**src/rtl/mips_pkg.sv**
```systemverilog
// Shared definitions for the MIPS multiply/divide unit: operation codes,
// FSM state encoding, iteration count and a small negation helper.
package mips_pkg;

    // Number of shift-add / restoring-divide iterations for a 32-bit datapath
    localparam int MULDIV_ITERS = 32;

    // Operation select driven by the control unit; 110/111 are reserved
    typedef enum logic [2:0] {
        OP_MULT  = 3'b000,
        OP_MULTU = 3'b001,
        OP_DIV   = 3'b010,
        OP_DIVU  = 3'b011,
        OP_MTHI  = 3'b100,
        OP_MTLO  = 3'b101
    } muldiv_op_t;

    // Sequencer states
    typedef enum logic [1:0] {
        IDLE = 2'b00,
        MUL  = 2'b01,
        DIV  = 2'b10,
        FIX  = 2'b11
    } muldiv_state_t;

    // Two's-complement negate when 'neg' is set, pass-through otherwise
    function automatic logic [31:0] negIf(input logic neg, input logic [31:0] v);
        return neg ? (~v + 32'd1) : v;
    endfunction

endpackage

```
**src/rtl/mips_muldiv_if.sv**
```systemverilog
// Request/result bundle between the execute-stage control and the
// multiply/divide unit. The master issues requests, the slave owns HI/LO.
interface mips_muldiv_if;

    logic        start;
    logic [2:0]  op;
    logic [31:0] src_a;
    logic [31:0] src_b;
    logic        busy;
    logic        done;
    logic [31:0] hi;
    logic [31:0] lo;

    modport master (
        output start, op, src_a, src_b,
        input  busy, done, hi, lo
    );

    modport slave (
        input  start, op, src_a, src_b,
        output busy, done, hi, lo
    );

endinterface

```
**src/rtl/mips_muldiv.sv**
```systemverilog
// Iterative multiply/divide unit owning the HI/LO pair. Multiplies use a
// radix-2 shift-add over a shared 64-bit accumulator; divides use restoring
// division on the same accumulator. Signed operands are reduced to magnitudes
// on entry and the result signs are applied in a final FIX cycle.
module mips_muldiv
    import mips_pkg::*;
(
    input  logic         clk,
    input  logic         reset,
    mips_muldiv_if.slave bus
);

    muldiv_state_t state_q, state_d;
    logic [5:0]    cnt_q, cnt_d;
    logic [63:0]   acc_q, acc_d;
    logic [31:0]   aMag_q, aMag_d;
    logic [31:0]   bMag_q, bMag_d;
    logic [31:0]   hi_q, hi_d;
    logic [31:0]   lo_q, lo_d;
    logic          quotNeg_q, quotNeg_d;
    logic          remNeg_q, remNeg_d;
    logic          isDiv_q, isDiv_d;
    logic          divZero_q, divZero_d;
    logic          done_q, done_d;

    logic          signedOp;
    logic [31:0]   aMagIn;
    logic [31:0]   bMagIn;
    logic [32:0]   mulSum;
    logic [32:0]   remShift;
    logic          divGe;
    logic [31:0]   remDiff;
    logic [63:0]   product;
    logic          lastIter;

    assign signedOp = (bus.op == OP_MULT) || (bus.op == OP_DIV);
    assign aMagIn   = negIf(signedOp & bus.src_a[31], bus.src_a);
    assign bMagIn   = negIf(signedOp & bus.src_b[31], bus.src_b);

    // Upper product half plus multiplicand, carry kept for the right shift
    assign mulSum   = {1'b0, acc_q[63:32]} + {1'b0, aMag_q};

    // Partial remainder shifted left with the next dividend bit brought in
    assign remShift = acc_q[63:31];
    assign divGe    = remShift >= {1'b0, bMag_q};
    // When the trial subtract succeeds the difference is below the divisor,
    // so the low 32 bits are the whole new remainder
    assign remDiff  = remShift[31:0] - bMag_q;

    assign product  = quotNeg_q ? (~acc_q + 64'd1) : acc_q;
    assign lastIter = (cnt_q == 6'(MULDIV_ITERS - 1));

    assign bus.busy = (state_q != IDLE);
    assign bus.done = done_q;
    assign bus.hi   = hi_q;
    assign bus.lo   = lo_q;

    // State and datapath registers; reset clears the FSM, HI/LO and done
    always_ff @(posedge clk) begin
        if (reset) begin
            state_q   <= IDLE;
            cnt_q     <= '0;
            acc_q     <= '0;
            aMag_q    <= '0;
            bMag_q    <= '0;
            hi_q      <= '0;
            lo_q      <= '0;
            quotNeg_q <= 1'b0;
            remNeg_q  <= 1'b0;
            isDiv_q   <= 1'b0;
            divZero_q <= 1'b0;
            done_q    <= 1'b0;
        end else begin
            state_q   <= state_d;
            cnt_q     <= cnt_d;
            acc_q     <= acc_d;
            aMag_q    <= aMag_d;
            bMag_q    <= bMag_d;
            hi_q      <= hi_d;
            lo_q      <= lo_d;
            quotNeg_q <= quotNeg_d;
            remNeg_q  <= remNeg_d;
            isDiv_q   <= isDiv_d;
            divZero_q <= divZero_d;
            done_q    <= done_d;
        end
    end

    // Next-state and datapath update; requests are only looked at in IDLE
    always_comb begin
        state_d   = state_q;
        cnt_d     = cnt_q;
        acc_d     = acc_q;
        aMag_d    = aMag_q;
        bMag_d    = bMag_q;
        hi_d      = hi_q;
        lo_d      = lo_q;
        quotNeg_d = quotNeg_q;
        remNeg_d  = remNeg_q;
        isDiv_d   = isDiv_q;
        divZero_d = divZero_q;
        done_d    = 1'b0;

        unique case (state_q)
            IDLE: begin
                if (bus.start) begin
                    case (bus.op)
                        OP_MULT, OP_MULTU: begin
                            state_d   = MUL;
                            cnt_d     = '0;
                            acc_d     = {32'd0, bMagIn};
                            aMag_d    = aMagIn;
                            bMag_d    = bMagIn;
                            quotNeg_d = signedOp & (bus.src_a[31] ^ bus.src_b[31]);
                            remNeg_d  = signedOp & bus.src_a[31];
                            isDiv_d   = 1'b0;
                            divZero_d = 1'b0;
                        end
                        OP_DIV, OP_DIVU: begin
                            state_d   = DIV;
                            cnt_d     = '0;
                            acc_d     = {32'd0, aMagIn};
                            aMag_d    = aMagIn;
                            bMag_d    = bMagIn;
                            quotNeg_d = signedOp & (bus.src_a[31] ^ bus.src_b[31]);
                            remNeg_d  = signedOp & bus.src_a[31];
                            isDiv_d   = 1'b1;
                            divZero_d = (bus.src_b == 32'd0);
                        end
                        OP_MTHI: hi_d = bus.src_a;
                        OP_MTLO: lo_d = bus.src_a;
                        default: ;
                    endcase
                end
            end

            MUL: begin
                acc_d = acc_q[0] ? {mulSum, acc_q[31:1]} : {1'b0, acc_q[63:1]};
                cnt_d = cnt_q + 6'd1;
                if (lastIter) begin
                    state_d = FIX;
                end
            end

            DIV: begin
                acc_d = {divGe ? remDiff : remShift[31:0], acc_q[30:0], divGe};
                cnt_d = cnt_q + 6'd1;
                if (lastIter) begin
                    state_d = FIX;
                end
            end

            FIX: begin
                if (!isDiv_q) begin
                    hi_d = product[63:32];
                    lo_d = product[31:0];
                end else if (divZero_q) begin
                    // Restoring the sign of the stored magnitude recovers the raw dividend
                    hi_d = negIf(remNeg_q, aMag_q);
                    lo_d = 32'hFFFF_FFFF;
                end else begin
                    hi_d = negIf(remNeg_q, acc_q[63:32]);
                    lo_d = negIf(quotNeg_q, acc_q[31:0]);
                end
                done_d  = 1'b1;
                state_d = IDLE;
            end

            default: state_d = IDLE;
        endcase
    end

endmodule

```
**src/flat_wrapper.sv**
```systemverilog
// flat-port wrapper written by rule: the top's interface ports become plain ports
module mips_muldiv_flat import mips_pkg::*;
  (clk, reset, bus_start, bus_op, bus_src_a, bus_src_b, bus_busy, bus_done, bus_hi, bus_lo);
  mips_muldiv_if bus_i ();
  input  logic clk;
  input  logic reset;
  input wire logic [$bits(bus_i.start)-1:0] bus_start;
  input wire logic [$bits(bus_i.op)-1:0] bus_op;
  input wire logic [$bits(bus_i.src_a)-1:0] bus_src_a;
  input wire logic [$bits(bus_i.src_b)-1:0] bus_src_b;
  output wire logic [$bits(bus_i.busy)-1:0] bus_busy;
  output wire logic [$bits(bus_i.done)-1:0] bus_done;
  output wire logic [$bits(bus_i.hi)-1:0] bus_hi;
  output wire logic [$bits(bus_i.lo)-1:0] bus_lo;
  assign bus_i.start = bus_start;
  assign bus_i.op = bus_op;
  assign bus_i.src_a = bus_src_a;
  assign bus_i.src_b = bus_src_b;
  assign bus_busy = bus_i.busy;
  assign bus_done = bus_i.done;
  assign bus_hi = bus_i.hi;
  assign bus_lo = bus_i.lo;
  mips_muldiv u_core (.clk(clk), .reset(reset), .bus(bus_i));
endmodule
```
**config.mk**
```make
export PLATFORM = sky130hd
export DESIGN_NAME = mips_muldiv_flat
export DESIGN_NICKNAME = d
export VERILOG_FILES = /design/src/rtl/mips_pkg.sv /design/src/rtl/mips_muldiv_if.sv /design/src/rtl/mips_muldiv.sv /design/src/flat_wrapper.sv
export SDC_FILE = /design/constraint.sdc
export NUM_CORES = 1
export LEC_CHECK = 0
export CAP_MARGIN = 0
export CORE_AREA = 5 5 250 252
export CTS_BUF_LIST = sky130_fd_sc_hd__clkbuf_8
export DETAILED_ROUTE_END_ITERATION = 10
export DIE_AREA = 0 0 255 257
export PLACE_DENSITY = 0.49
export SLEW_MARGIN = 20
export SYNTH_ARGS = -nofsm -noshare
export SYNTH_HDL_FRONTEND = slang
export SYNTH_SLANG_ARGS = --single-unit
```
**constraint.sdc**
```tcl
create_clock -name clk -period 6.7 [get_ports clk]
set_clock_uncertainty 0.05 [all_clocks]
set_input_delay 1.34 -clock clk [delete_from_list [all_inputs] [get_ports clk]]
set_output_delay 1.34 -clock clk [all_outputs]
set_load 0.01 [all_outputs]
```
---- Word level (Yosys, flattened, before mapping) ----
Cells that the tools add are included.
cells by class
  add/subtract/negate cells ............... 9
  $lt $le $gt $ge ......................... 1
  equal/unequal tests ..................... 15
  muxes and demuxes ....................... 31
  bitwise gates (word level) .............. 10
  reductions and logical operators ........ 20
operators by type and width
  operator                                                         count
  32-bit two-way mux                                               14
  64-bit two-way mux                                               3
  64-bit one-hot mux with 3 select lines                           1
  32-bit by 1-bit adder with 32-bit output, second input constant  5
  32-bit inverter                                                  5
  32-bit one-hot mux with 2 select lines                           2
  64-bit one-hot mux with 2 select lines                           1
  64-bit by 1-bit adder with 64-bit output, second input constant  1
  64-bit inverter                                                  1
  32-bit by 32-bit adder with 33-bit output                        1
  33-bit by 32-bit greater-or-equal comparator with 1-bit output   1
  32-bit zero test                                                 1
  32-bit subtractor                                                1
  3-bit AND reduction                                              7
  6-bit two-way mux                                                2
  6-bit one-hot mux with 2 select lines                            1
  2-bit != test, second input constant                             4
  2-bit nonzero test                                               4
  6-bit by 1-bit adder with 6-bit output, second input constant    1
  3-bit by 2-bit == test with 1-bit output, second input constant  2
  3-bit == test, second input constant                             2
  6-bit by 5-bit == test with 1-bit output, second input constant  1
  2-bit one-hot mux with 3 select lines                            1
  2-bit OR reduction                                               3
  other kinds (16)                                                 21
word-level totals
  register bits after elaboration ......... 205
  input port bits ......................... 70
  output and inout bits ................... 66
  word-level logic and storage cells ...... 98

---- Logic depth before layout (Yosys ltp) ----
  depth after elaboration ................. 7
  mapped depth ............................ 12

---- Least setup slack after synthesis ----
OpenSTA, ideal clock, no wires.
  kind .................................... input -> register
  start point ............................. in bus_src_b[10]
  end point ............................... reg u_core.bMag_q[27]
  data arrival time ....................... 3463 ps
  required time ........................... 6564 ps
  setup slack ............................. 3102 ps
  stages on the path ...................... 8
  path buffers ............................ 0
  cells stage by stage .................... or4_1 -> nor4_2 -> and3_1 -> nand2_1 -> o41ai_1 -> xnor2_1 -> nor2_1 -> a211oi_1
on the way
  word-level cells in the longest chain between the ends .. 3
RTL lines
  what                                      RTL line            source
  start: declaration                        flat_wrapper.sv:10  input wire logic [$bits(bus_i.src_b)-1:0] bus_src_b;
  32-bit inverter                           mips_pkg.sv:28      return neg ? (~v + 32'd1) : v;
  32-bit by 1-bit adder with 32-bit output  mips_pkg.sv:28
  32-bit two-way mux                        mips_pkg.sv:28
  end signal: assignment                    mips_muldiv.sv:78   bMag_q <= bMag_d;
  end: declaration                          mips_muldiv.sv:17   logic [31:0] bMag_q, bMag_d;
No other way between the ends.
A chain may end at the register's enable or synchronous reset.

---- Worst setup path after layout ----
  start point ............................. in bus_src_a[0]
  end point ............................... reg u_core.acc_q[30]
on the way
  word-level cells in the longest chain between the ends .. 6
RTL lines
  what                                      RTL line            source
  start: declaration                        flat_wrapper.sv:9   input wire logic [$bits(bus_i.src_a)-1:0] bus_src_a;
  32-bit inverter                           mips_pkg.sv:28
  32-bit by 1-bit adder with 32-bit output  mips_pkg.sv:28
  32-bit two-way mux                        mips_pkg.sv:28
  64-bit one-hot mux with 2 select lines    mips_muldiv.sv:107  case (bus.op)
  64-bit two-way mux                        mips_muldiv.sv:106  if (bus.start) begin
  64-bit one-hot mux with 3 select lines    mips_muldiv.sv:104  unique case (state_q)
  end signal: assignment                    mips_muldiv.sv:63   acc_q <= '0;
  end signal: assignment                    mips_muldiv.sv:76   acc_q <= acc_d;
  end: declaration                          mips_muldiv.sv:15   logic [63:0] acc_q, acc_d;
No other way between the ends. The select of a mux whose other input is x is not followed.

==> impl_metrics.py <==
metrics = {
    "run_status": {
        "outcome": "finished clean",
    },
    "hold_path": {
        "hold_depth": 2,
        "hp-class": "reg2reg",
        "whs_endpoint": "u_core.bMag_q[31]",
        "hold_path_startpoint": "u_core.bMag_q[31]",
    },
    "pwr": {
        "ir_drop_mv": 0.448,
        "p_leak_uw": 0.00739,
        "power-per-cell-area_nw_per_um2": 292,
        "finalPower_uw": 6020,
    },
    "sta": {
        "rsz0062_at_grt": "no",
        "min_period_ns": 4.28,
        "setup_viol": 0,
        "drv_slew": 0,
        "setup-tns-final_ns": 0,
        "hold_violations": 0,
        "post-route-period-util_pct": 63.9,
        "worstMarginPinSlew_ns": 1.12,
        "fmax_ghz": 0.234,
        "maxSlewHeadroom_pct": 24.2,
    },
    "route": {
        "dr.pass1.iters": 5,
        "drt-total-wl_mm": 84.2,
        "post_drt_wl_per_cell_um": 25.4,
        "vias": 20000,
        "drtIter0Drc": 2114,
        "drc_errors": 0,
        "postRouteAntennaNets": 0,
        "viasPerCell": 6.02,
    },
    "place": {
        "io_buffers": 135,
        "dp_hpwl_mm": 64.5,
        "placed_cells": 3242,
        "gp_congestion": 0.931,
    },
    "clocking": {
        "insertion_delay_ns": 0.64,
        "holdBufCountCts": 0,
        "cts_setup_buffers": 0,
        "ctsRootBufferMaster": "clkbuf_8",
        "clk_pin_slew_worst_paths_ns": 0.06,
        "cts.sink_count": 205,
        "cts_resized": 0,
        "clock_path_buffers": 3,
        "tritoncts": "yes",
        "htreeDepth": 2,
        "cts_buffers": 41,
    },
    "synth": {
        "synth-edff-count": 0,
        "yosys.cell_types.count": 82,
        "seq_area_frac_synth_pct": 23.0,
        "synthesis.area_um2": 17800,
        "yosys_warnings": 0,
        "synth_nets": 2634,
        "synthCells": 2487,
        "ys.flop_type": "dfxtp_1",
        "async_flop_share_pct": 0,
        "synth_seq_cells": 205,
        "syn_avg_cell_area_um2": 7.17,
    },
    "floorplan": {
        "ioPinCount": 136,
        "core_um2": 59900,
        "initial_utilization_pct": 29.8,
        "die_h_um": 257,
        "dieArea_um2": 65500,
        "fp.dieW_um": 255,
        "row_count": 90,
    },
    "setup_path": {
        "cp-end-kind": "flip-flop",
        "reg2reg_from": "u_core.acc_q[0]",
        "start_kind": "input pin",
        "regToRegEndpoint": "u_core.bus.hi[20]",
        "critical_path_class": "in2reg",
        "critPathArrivalTime_ns": 4.74,
        "reg2regPathDepth": 11,
        "cp.required_ns": 7.16,
        "r2r_slack_ns": 2.51,
        "critPathMaxFanout": 7,
    },
    "final_layout": {
        "syn_to_final_growth_pct": 15.5,
        "drive_above_1_share_pct": 5.80,
        "final_common_cell": "nand2_1",
        "fin_cells": 3316,
        "layout_common_cells": "299 x nand2_1, 234 x a21oi_1, 228 x nor2_1",
        "nNetsFinal": 2650,
        "fillCellCount": 6438,
        "num_antenna_cells": 0,
    },
    "run": {
        "drv_cap": 0,
    },
    "global_routing": {
        "antenna_found_initial": 3,
        "grt_pass1_vias": 18900,
        "grt_first_pass_wirelength_mm": 123,
        "gr-total-overflow": 0,
        "grt_max_degree": 71,
        "grt_use_total_pct": 24.4,
    },
}
-- critical path, stage by stage --
cell	delay [ns]
clkdlybuf4s50_1	0.58
inv_1	0.12
ha_1	0.19
nor4b_1	0.79
nand4_1	0.41
nor2_1	0.28
nand2_1	0.13
o31a_1	0.27
xnor2_1	0.29
nand2_1	0.09
a31o_2	0.23
-- routing by layer --
metal  vias up  share of wire [%]  global-route usage [%]
met3       181                6.6                    3.56
met2       853                 46                    39.3
li1       9274                  -                       -
met4         2                4.3                    9.20
met1      9645                 43                    32.9
met5         -              0.015                       0
-- power breakdown --
part	internal [µW]	switching, µW	leakage [µW]
sequential	1410	344	0.00167
clock	816	627	0.000512
combinational	921	1900	0.00521
-- registers in the layout, summed over array words and instances (netlist names) --
register          count
u_core.cnt_q          6
u_core.state_q        2
u_core.bus.lo        32
u_core.divZero_q      1
u_core.acc_q         64
u_core.bus.hi        32
u_core.quotNeg_q      1
u_core.bus.done       1
u_core.remNeg_q       1
u_core.bMag_q        32
u_core.aMag_q        32
u_core.isDiv_q        1
-- cell families (layout without fill, tap and decap cells) --
kind of cell	Yosys count	after routing	synth area share, %
flip-flops	205	205	23.0
adder cells (fa/ha/maj)	77	77	5.48
multiplexers	55	55	3.43
XOR/XNOR	181	181	8.89
AO/OA/AOI/OAI	854	854	31.6
buffers and inverters	283	330	6.07
AND/OR/NAND/NOR	832	832	21.6
-- cell type report --
type                            instances  area (µm²)  area share (%)
Timing Repair Buffer                  173        1630            7.93
Tap cell                              782         978            4.75
Inverter                               83         312            1.51
Multi-Input combinational cell       1999       12700            61.5
Sequential cell                       205        4110            19.9
Clock inverter                         22         179           0.869
Clock buffer                           52         716            3.47
-- how the worst max path moves through the flow --
| stage | start | endpoint | slack, ns |
|---|---|---|---|
| floorplan | bus_src_b[10] | u_core.bMag_q[27] | 3.10 |
| global placement | bus_src_a[0] | u_core.acc_q[30] | 1.89 |
| detailed placement | bus_src_a[0] | u_core.acc_q[30] | 1.86 |
| CTS | bus_src_a[0] | u_core.acc_q[30] | 2.54 |
| global route | u_core.acc_q[0] | u_core.bus.hi[20] | 2.27 |
| finish | bus_src_a[0] | u_core.acc_q[30] | 2.42 |
-- stage by stage --
step | area (µm²) | setup slack, ns | hold slack, ns | util (%)
2_1_floorplan | 17800 | 3.10 | 0.386 | -
3_3_place_gp | 19700 | 1.89 | 0.395 | 32.9
3_5_place_dp | 19700 | 1.86 | 0.398 | 32.9
4_1_cts | 20600 | 2.54 | 0.408 | 34.4
5_1_grt | 20600 | 2.27 | 0.425 | 34.4
6_report | 20600 | 2.42 | 0.408 | 34.4
-- synth_stat cells (11+ instances only) --
library cell    n  area (µm²)
or4_1          27         203
a221oi_1       13         114
or3_1          22         138
mux2i_1        42         420
clkbuf_1      180         676
ha_1           75         938
nor3_1         67         335
nand2b_1       12        75.1
o21bai_1       11        82.6
buf_1          15        56.3
and2_1         11        68.8
nand4_1        31         194
a31oi_1        43         269
o221ai_1       46         403
o211ai_1       26         195
o21ai_0       157         786
dfxtp_1       205        4100
xnor2_1       123        1080
nand2_1       299        1120
a22oi_1        26         195
nor4_1         23         144
and3_1         27         169
a22o_1         14         123
a211oi_1       89         668
a21o_1         20         150
nor2_1        230         863
a311oi_1       15         131
o31ai_1        40         300
xor2_1         58         508
nand3_1        41         205
o41ai_1        24         210
inv_1          80         300
or2_2          11        68.8
a21oi_1       235        1180
(Power assumes the default switching activity.)
